--- config.mk ---
export PLATFORM = sky130hd
export DESIGN_NAME = datapath_gen
export DESIGN_NICKNAME = d
export VERILOG_FILES = /design/src/rtl/datapath_pkg.sv /design/src/rtl/datapath_mem_fsm.sv /design/src/rtl/datapath_gen.sv
export SDC_FILE = /design/constraint.sdc
export NUM_CORES = 1
export LEC_CHECK = 0
export BUFFER_PORTS_ARGS = -buffer_cell sky130_fd_sc_hd__buf_2
export CAP_MARGIN = 20
export CORE_MARGIN = 1.5
export CORE_UTILIZATION = 55
export DETAILED_ROUTE_END_ITERATION = 8
export GPL_ROUTABILITY_DRIVEN = 0
export PLACE_DENSITY = 0.86
export SLEW_MARGIN = 20
export SYNTH_ARGS = -nofsm -noshare
export SYNTH_HDL_FRONTEND = slang
export SYNTH_SLANG_ARGS = --single-unit
--- constraint.sdc ---
create_clock -name Clk -period 4.3 [get_ports Clk]
set_input_delay 0.86 -clock Clk [delete_from_list [all_inputs] [get_ports Clk]]
set_output_delay 0.86 -clock Clk [all_outputs]
set_load 0.005 [all_outputs]
--- src/rtl/datapath_pkg.sv ---
// Shared types and helpers for the parametrised LC-3-style datapath.
package datapath_pkg;

  localparam int unsigned XW = 64;

  typedef enum logic [1:0] {ALU_ADD, ALU_AND, ALU_NOT, ALU_PASS} alu_op_e;
  typedef enum logic [1:0] {PC_INC, PC_BUS, PC_ADDER, PC_HOLD} pcmux_e;
  typedef enum logic [1:0] {A2_ZERO, A2_OFF6, A2_OFF9, A2_OFF11} addr2mux_e;
  typedef enum logic [1:0] {MEM_IDLE, MEM_READ, MEM_WRITE} mem_state_e;

  // Sign-extends the low 'bits' bits of v; callers cast the result down to their width.
  function automatic logic [XW-1:0] sext(input logic [XW-1:0] v, input int unsigned bits);
    logic [XW-1:0] r;
    logic          s;
    s = v[bits[5:0] - 6'd1];
    r = v;
    for (int unsigned i = 0; i < XW; i++)
      if (i >= bits) r[i] = s;
    return r;
  endfunction

endpackage

--- src/rtl/datapath_mem_fsm.sv ---
// Memory interface FSM: req/ack handshake with latched address/data and a timeout.
module datapath_mem_fsm
  import datapath_pkg::*;
#(
  parameter int unsigned WIDTH   = 16,
  parameter int unsigned TIMEOUT = 15
) (
  input  logic             clk,
  input  logic             rst_n,
  input  logic             mem_rd,
  input  logic             mem_wr,
  input  logic             mem_ack,
  input  logic [WIDTH-1:0] mar,
  input  logic [WIDTH-1:0] mdr,
  output logic             mem_req,
  output logic             mem_we,
  output logic             mem_busy,
  output logic             rd_active,
  output logic             rd_done,
  output logic             mem_err,
  output logic [WIDTH-1:0] mem_addr,
  output logic [WIDTH-1:0] mem_wdata
);

  localparam int unsigned CW = $clog2(TIMEOUT + 1);

  mem_state_e    state, state_nxt;
  logic [CW-1:0] wait_cnt;
  logic          timed_out;

  assign timed_out = (wait_cnt == CW'(TIMEOUT - 1));

  always_ff @(posedge clk or negedge rst_n) begin
    if (!rst_n) state <= MEM_IDLE;
    else        state <= state_nxt;
  end

  always_comb begin
    state_nxt = state;
    case (state)
      MEM_IDLE: begin
        if (mem_rd)      state_nxt = MEM_READ;
        else if (mem_wr) state_nxt = MEM_WRITE;
      end
      MEM_READ, MEM_WRITE: begin
        if (mem_ack || timed_out) state_nxt = MEM_IDLE;
      end
      default: state_nxt = MEM_IDLE;
    endcase
  end

  always_comb begin
    mem_req   = (state != MEM_IDLE);
    mem_we    = (state == MEM_WRITE);
    mem_busy  = (state != MEM_IDLE);
    rd_active = (state == MEM_READ);
    rd_done   = (state == MEM_READ) && mem_ack;
  end

  // A simultaneous rd+wr is a read, so the write data latch is left alone.
  always_ff @(posedge clk or negedge rst_n) begin
    if (!rst_n) begin
      wait_cnt  <= '0;
      mem_addr  <= '0;
      mem_wdata <= '0;
      mem_err   <= 1'b0;
    end else if (state == MEM_IDLE) begin
      wait_cnt <= '0;
      if (mem_rd || mem_wr) mem_addr <= mar;
      if (!mem_rd && mem_wr) mem_wdata <= mdr;
    end else begin
      wait_cnt <= wait_cnt + 1'b1;
      if (!mem_ack && timed_out) mem_err <= 1'b1;
    end
  end

endmodule

--- src/rtl/datapath_gen.sv ---
// Parametrised LC-3-style datapath with NZP/BEN logic, bus-contention flag and memory FSM.
module datapath_gen
  import datapath_pkg::*;
#(
  parameter int unsigned     WIDTH    = 16,
  parameter int unsigned     NREG     = 8,
  parameter logic [WIDTH-1:0] PC_RESET = '0,
  parameter int unsigned     TIMEOUT  = 15
) (
  input  logic             Clk,
  input  logic             Reset_al,
  input  logic             LD_MAR,
  input  logic             LD_MDR,
  input  logic             LD_IR,
  input  logic             LD_BEN,
  input  logic             LD_CC,
  input  logic             LD_REG,
  input  logic             LD_PC,
  input  logic             GatePC,
  input  logic             GateMDR,
  input  logic             GateALU,
  input  logic             GateMARMUX,
  input  logic [1:0]       PCMUX,
  input  logic [1:0]       ADDR2MUX,
  input  logic [1:0]       ALUK,
  input  logic             DRMUX,
  input  logic             SR1MUX,
  input  logic             SR2MUX,
  input  logic             ADDR1MUX,
  input  logic             Mem_rd,
  input  logic             Mem_wr,
  input  logic [WIDTH-1:0] Mem_rdata,
  input  logic             Mem_ack,
  output logic             Mem_req,
  output logic             Mem_we,
  output logic [WIDTH-1:0] Mem_addr,
  output logic [WIDTH-1:0] Mem_wdata,
  output logic             Mem_busy,
  output logic             Mem_err,
  output logic             Bus_err,
  output logic [WIDTH-1:0] MAR,
  output logic [WIDTH-1:0] MDR,
  output logic [WIDTH-1:0] IR,
  output logic [WIDTH-1:0] PC,
  output logic [2:0]       NZP,
  output logic             BEN
);

  localparam int unsigned RAW = $clog2(NREG);

  logic [WIDTH-1:0] regs [NREG];
  logic [RAW-1:0]   dr_f, sr1_f, sr2_f, sr1_addr, dr_addr;
  logic [WIDTH-1:0] imm5, off6, off9, off11;
  logic [WIDTH-1:0] sr1_val, sr2_val, alu_b, alu_out;
  logic [WIDTH-1:0] addr1, addr2, adder, bus, pc_next;
  logic             bus_multi, rd_active, rd_done;

  assign dr_f  = IR[WIDTH-5 -: RAW];
  assign sr1_f = IR[WIDTH-5-RAW -: RAW];
  assign sr2_f = IR[RAW-1:0];

  assign imm5  = WIDTH'(sext(XW'(IR[4:0]), 5));
  assign off6  = WIDTH'(sext(XW'(IR[5:0]), 6));
  assign off9  = WIDTH'(sext(XW'(IR[8:0]), 9));
  assign off11 = WIDTH'(sext(XW'(IR[10:0]), 11));

  assign sr1_addr = SR1MUX ? sr1_f : dr_f;
  assign dr_addr  = DRMUX ? RAW'(NREG - 1) : dr_f;
  assign sr1_val  = regs[sr1_addr];
  assign sr2_val  = regs[sr2_f];
  assign alu_b    = SR2MUX ? imm5 : sr2_val;
  assign addr1    = ADDR1MUX ? sr1_val : PC;
  assign adder    = addr1 + addr2;

  always_comb begin
    alu_out = '0;
    case (alu_op_e'(ALUK))
      ALU_ADD:  alu_out = sr1_val + alu_b;
      ALU_AND:  alu_out = sr1_val & alu_b;
      ALU_NOT:  alu_out = ~sr1_val;
      ALU_PASS: alu_out = sr1_val;
      default:  alu_out = '0;
    endcase
  end

  always_comb begin
    addr2 = '0;
    case (addr2mux_e'(ADDR2MUX))
      A2_ZERO:  addr2 = '0;
      A2_OFF6:  addr2 = off6;
      A2_OFF9:  addr2 = off9;
      A2_OFF11: addr2 = off11;
      default:  addr2 = '0;
    endcase
  end

  always_comb begin
    bus = '0;
    if (GatePC)          bus = PC;
    else if (GateMDR)    bus = MDR;
    else if (GateALU)    bus = alu_out;
    else if (GateMARMUX) bus = adder;
  end

  assign bus_multi = $countones({GatePC, GateMDR, GateALU, GateMARMUX}) > 1;

  always_comb begin
    pc_next = PC;
    case (pcmux_e'(PCMUX))
      PC_INC:   pc_next = PC + 1'b1;
      PC_BUS:   pc_next = bus;
      PC_ADDER: pc_next = adder;
      PC_HOLD:  pc_next = PC;
      default:  pc_next = PC;
    endcase
  end

  // A read completion owns MDR that cycle; LD_MDR is locked out for the whole read.
  always_ff @(posedge Clk or negedge Reset_al) begin
    if (!Reset_al) begin
      PC      <= PC_RESET;
      MAR     <= '0;
      MDR     <= '0;
      IR      <= '0;
      NZP     <= 3'b010;
      BEN     <= 1'b0;
      Bus_err <= 1'b0;
    end else begin
      if (LD_PC)  PC  <= pc_next;
      if (LD_MAR) MAR <= bus;
      if (LD_IR)  IR  <= bus;
      if (rd_done)                   MDR <= Mem_rdata;
      else if (LD_MDR && !rd_active) MDR <= bus;
      if (LD_CC)  NZP <= {bus[WIDTH-1], bus == '0, !bus[WIDTH-1] && (bus != '0)};
      if (LD_BEN) BEN <= |(IR[WIDTH-5 -: 3] & NZP);
      if (bus_multi) Bus_err <= 1'b1;
    end
  end

  always_ff @(posedge Clk or negedge Reset_al) begin
    if (!Reset_al) begin
      for (int unsigned i = 0; i < NREG; i++) regs[i] <= '0;
    end else if (LD_REG) begin
      regs[dr_addr] <= bus;
    end
  end

  datapath_mem_fsm #(
    .WIDTH  (WIDTH),
    .TIMEOUT(TIMEOUT)
  ) u_mem_fsm (
    .clk      (Clk),
    .rst_n    (Reset_al),
    .mem_rd   (Mem_rd),
    .mem_wr   (Mem_wr),
    .mem_ack  (Mem_ack),
    .mar      (MAR),
    .mdr      (MDR),
    .mem_req  (Mem_req),
    .mem_we   (Mem_we),
    .mem_busy (Mem_busy),
    .rd_active(rd_active),
    .rd_done  (rd_done),
    .mem_err  (Mem_err),
    .mem_addr (Mem_addr),
    .mem_wdata(Mem_wdata)
  );

endmodule

==> reports/metrics.yaml, run 1 <==
async_flop_share_pct: 100
root_buffer: "clkbuf_16"
yosysSeqAreaShare_pct: 38.4
failing_step: "5_1_grt"
synth_area_leaders: "dfrtp_1 38%, mux2_2 9.8%, mux4_2 4.7%, nand2_1 4.1%, a21oi_1 3.7%"
post-synth-top-count-cell: "dfrtp_1"
start_util_pct: 55.7
cts_hold_buf: 0
dp.final_hpwl_um: 40600
worst-ep-kind: "sequential cell input"
ctsLongestPathBuffers: 3
rows: 61
crit_endpoint: "NZP[1]$_DFFE_PN1P_/D"
synth_common_cells: "235 x dfrtp_1, 170 x nand2_1, 134 x mux2_2"
netlist_area_mm2: 0.0154
synth_edf_count: 0
htree_levels: 1
synth_ff_type: "dfrtp_1"
overflow: 5
synth.top_cell.area_share_pct: 38.2
port_buffers: 146
ys_seq_elements: 236
synthesis.nets: 1708
chipWidth_um: 170
outcome: "aborted with a tool error"
syn_inst: 1623
fp.dieH_um: 170
error: "[ERROR GRT-0232] Routing congestion too high. Check the congestion heatmap in the GUI."
numCtsBuffers: 26
grt_start_max_net_pins: 124
yosysWarnings: 0
yosysUniqueCellTypes: 87
placed_area_mm2: 0.0183
io-pin-count: 147
clock_sinks: 236
synth_area_leader_cell: "dfrtp_1"
grt.total_usage_pct: 60.9
synth_area_per_cell_um2: 9.48
-- cell families after synthesis --
group,Yosys count,synth area share [%]
simple gates,458,13.9
fa+ha+maj,43,3.64
xor+xnor,26,1.48
mux,207,17.3
compound gates,480,20.7
flops,236,38.4
buf+inv,173,4.63
-- metrics by stage --
stage / utilization (%) / setup TNS, ps / std cells / setup slack [ps] / hold WS [ps]
3_5_place_dp: 66.3 / -81560 / 2274 / -1010 / 455
4_1_cts: 71.7 / -1220 / 2344 / -131 / 448
2_1_floorplan: - / -7530 / 1623 / -534 / 445
3_3_place_gp: 66.3 / -48730 / 2274 / -768 / 446
-- timing repair --
action                                 4_1_cts
setup endpoints to repair                   98
buffers inserted                            19
endpoints found under the hold margin        0
gates resized for setup                     77
gates cloned                                 3
pin swaps                                   32
-- per-layer routing --
layer / GRT overflow / track usage [%]
met1: 0 / 60.9
met2: 1 / 75.8
met3: 2 / 47.2
met4: 2 / 58.8
met5: 0 / 26.3
==> run 2: changes to the inputs <==
- CORE_UTILIZATION: 55 -> 40
- PLACE_DENSITY: 0.86 -> not set
- PLACE_DENSITY_LB_ADDON: not set -> 0.15
- clock period: 4.3 -> 5.6 ns (I/O delays scaled with it)
==> run 2 against run 1 <==
Net effect: the run now ends clean; synthesized area is the same; synthesized cell count is the same.
==> reports/metrics.yaml, run 2 <==
outcome: "finished, final reports clean"  # was aborted with a tool error
area_growth_pct: 19.3
chipWidth_um: 199  # was 170 um
drc: 0
regArea_mm2: 0.00591
grt.total_usage_pct: 28.3
overflow: 0
diodes: 0
fin_util_pct: 48.6
clock.fmax_mhz: 186
clk_latency_ps: 590
power.share.clock_pct: 16.7
core_area_mm2: 0.0378
synth_edf_count: 0  # unchanged
rows: 71  # was 61
hp-class: "flip-flop to flip-flop"
yosysUniqueCellTypes: 87  # unchanged
multi_input_area_mm2: 0.00880
max_slew_margin_pct: 26.5
fin_crit_ps: 5380
critPathMaxFanout: 33
layout_commonest_cell: "dfrtp_1"
ys_seq_elements: 236  # unchanged
dieArea_mm2: 0.0397
viasPerCell: 5.99
port_buffers: 146  # unchanged
drt-total-wl_um: 55700
ant_nets: 0
hold_viol: 0
finClkSkew_ps: 17.6
cp_slowest_cell: "mux2_2"
ctsLongestPathBuffers: 3  # unchanged
cp.arrival_ps: 5880
io-pin-count: 147  # unchanged
numCtsBuffers: 29  # was 26
dp.final_hpwl_um: 39800  # was 40,600 um
p_per_area_mw_per_mm2: 642
maxCapViolCount: 0
worst_pin_slew_ps: 1100
start_util_pct: 40.8  # was 55.7%
yosysSeqAreaShare_pct: 38.4  # unchanged
setup_viol_count_final: 0
first_pass_iters: 6
postCtsSetupBuffers: 0  # was 19
critPathMaxStageDelay_ps: 460
fill_cells: 3549
vias: 14000
fp.dieH_um: 199  # was 170 um
fin_crit_sh_pct: 96.0
synth_ff_type: "dfrtp_1"  # unchanged
clkTransAtPathRegs_ps: 70
fin_nets: 1897
critical_path_class: "input pin to flip-flop"
routedWlPerCell_um: 23.8
placed_area_mm2: 0.0174  # was 0.0183 mm^2
power_frac_comb_pct: 55.6
synth_area_per_cell_um2: 9.48  # unchanged
p_leak_nw: 8.20
synth_area_leaders: "dfrtp_1 38%, mux2_2 9.8%, mux4_2 4.7%, nand2_1 4.1%, a21oi_1 3.7%"  # unchanged
synth_common_cells: "235 x dfrtp_1, 170 x nand2_1, 134 x mux2_2"  # unchanged
post-synth-top-count-cell: "dfrtp_1"  # unchanged
synth_area_leader_cell: "dfrtp_1"  # unchanged
root_buffer: "clkbuf_16"  # unchanged
crit_path_end_kind: "flip-flop"
layout_common_cells: "234 x dfrtp_1, 170 x nand2_1, 145 x buf_2"
top_register: "regs"
net-switching-power_mw: 5.12
design_area_mm2: 0.0184
yosysWarnings: 0  # unchanged
drive_gt1_share_pct: 28.7
synthesis.nets: 1708  # unchanged
grt_pass1_wl_um: 84500
antenna_found_initial: 2
crit_chain: "buf_2, buf_12, mux2_2, mux2i_1, o22ai_1, a31oi_1, buf_4, a21oi_1, ha_1, fa_1, a21o_1, a21oi_1, xor2_1, o2111ai_1, mux2i_4, nor2_1, nor4_1, buf_4, nand4_1, o32ai_2"
grt_start_max_net_pins: 114
cts_tree: "yes"
pwr-share-seq_pct: 27.7
vdd_drop_max_mv: 0.291
finalMaxSlewViolations: 0
cts_hold_buf: 0  # unchanged
cellInternalPower_mw: 6.67
startpoint_type: "input pin"
synth.top_cell.area_share_pct: 38.2  # unchanged
netlist_area_mm2: 0.0154  # unchanged
htree_levels: 1  # unchanged
syn_inst: 1623  # unchanged
power_mw: 11.8
rsz0062_at_grt: "false"
grt_pass1_vias: 13600
critPathRequiredTime_ps: 6100
postCtsResizedCells: 0  # was 77
clock_sinks: 236  # unchanged
async_flop_share_pct: 100  # unchanged
switching_share_pct: 43.4
drt-initial-drc-count: 1447
hold_ws_ps: 465
largest_reg_flops: 128
[run 2: power groups by stage]
stage,Clock (mW),Combinational (mW),Sequential (mW)
finish,1.96,6.56,3.26
global route,2.06,7.12,3.36
CTS,2.00,6.47,3.24
detailed placement,0,6.44,3.26
global placement,0,6.38,3.24
floorplan,0,4.08,2.96
[run 2: logic make-up after synthesis]
group,share of synthesized area [%]
compound gates,20.7
mux,17.3
simple gates,13.9
xor+xnor,1.48
buf+inv,4.63
flops,38.4
fa+ha+maj,3.64
[run 2: cell type report]
| cell class | instances | share of cell area (%) |
|---|---|---|
| Inverter | 53 | 1.08 |
| Timing Repair Buffer | 278 | 9.85 |
| Multi-Input combinational cell | 1214 | 48.0 |
| Sequential cell | 236 | 32.2 |
| Clock buffer | 39 | 4.54 |
| Clock inverter | 14 | 0.900 |
| Tap cell | 511 | 3.48 |
[run 2: worst paths after layout]
check                          from            endpoint  slack, ps  cells after the start
hold / removal              Bus_err             Bus_err        460                      1
min in group asynchronous  Reset_al  u_mem_fsm.state[0]        610                      1
setup reg to reg             IR[10]              NZP[1]        450                     18
hold reg to reg             Bus_err             Bus_err        460                      1
setup / recovery             SR1MUX              NZP[1]        220                     20
max in group asynchronous  Reset_al            regs[51]       3730                      2
[run 2: metal layers]
layer | global-route usage [%] | wire [um] | up-vias | part of all wire, %
met4 | 10.4 | 2160 | 0 | 3.9
met3 | 3.85 | 4150 | 99 | 7.5
met2 | 44.4 | 25000 | 619 | 45
li1 | - | - | 6345 | -
met5 | 0 | 0 | - | 0
met1 | 39.7 | 24400 | 6981 | 44
[run 2: per-stage QoR]
step	instances	worst slack (ps)	TNS, ps
floorplan	1623	318	0
global placement	2292	-107	-191
detailed placement	2292	-187	-1020
CTS	2345	427	0
global route	2345	8.89	0
finish	2345	221	0
[run 2: worst max-delay path: cells and delay by family]
family / cells / cell delay (ps)
XOR/XNOR: 1 / 350
buffers and inverters: 4 / 770
multiplexers: 3 / 820
adder cells (fa/ha/maj): 2 / 690
AND/OR/NAND/NOR: 3 / 680
AO/OA/AOI/OAI: 7 / 1440
Note: power is estimated with default switching activity, not from simulation.
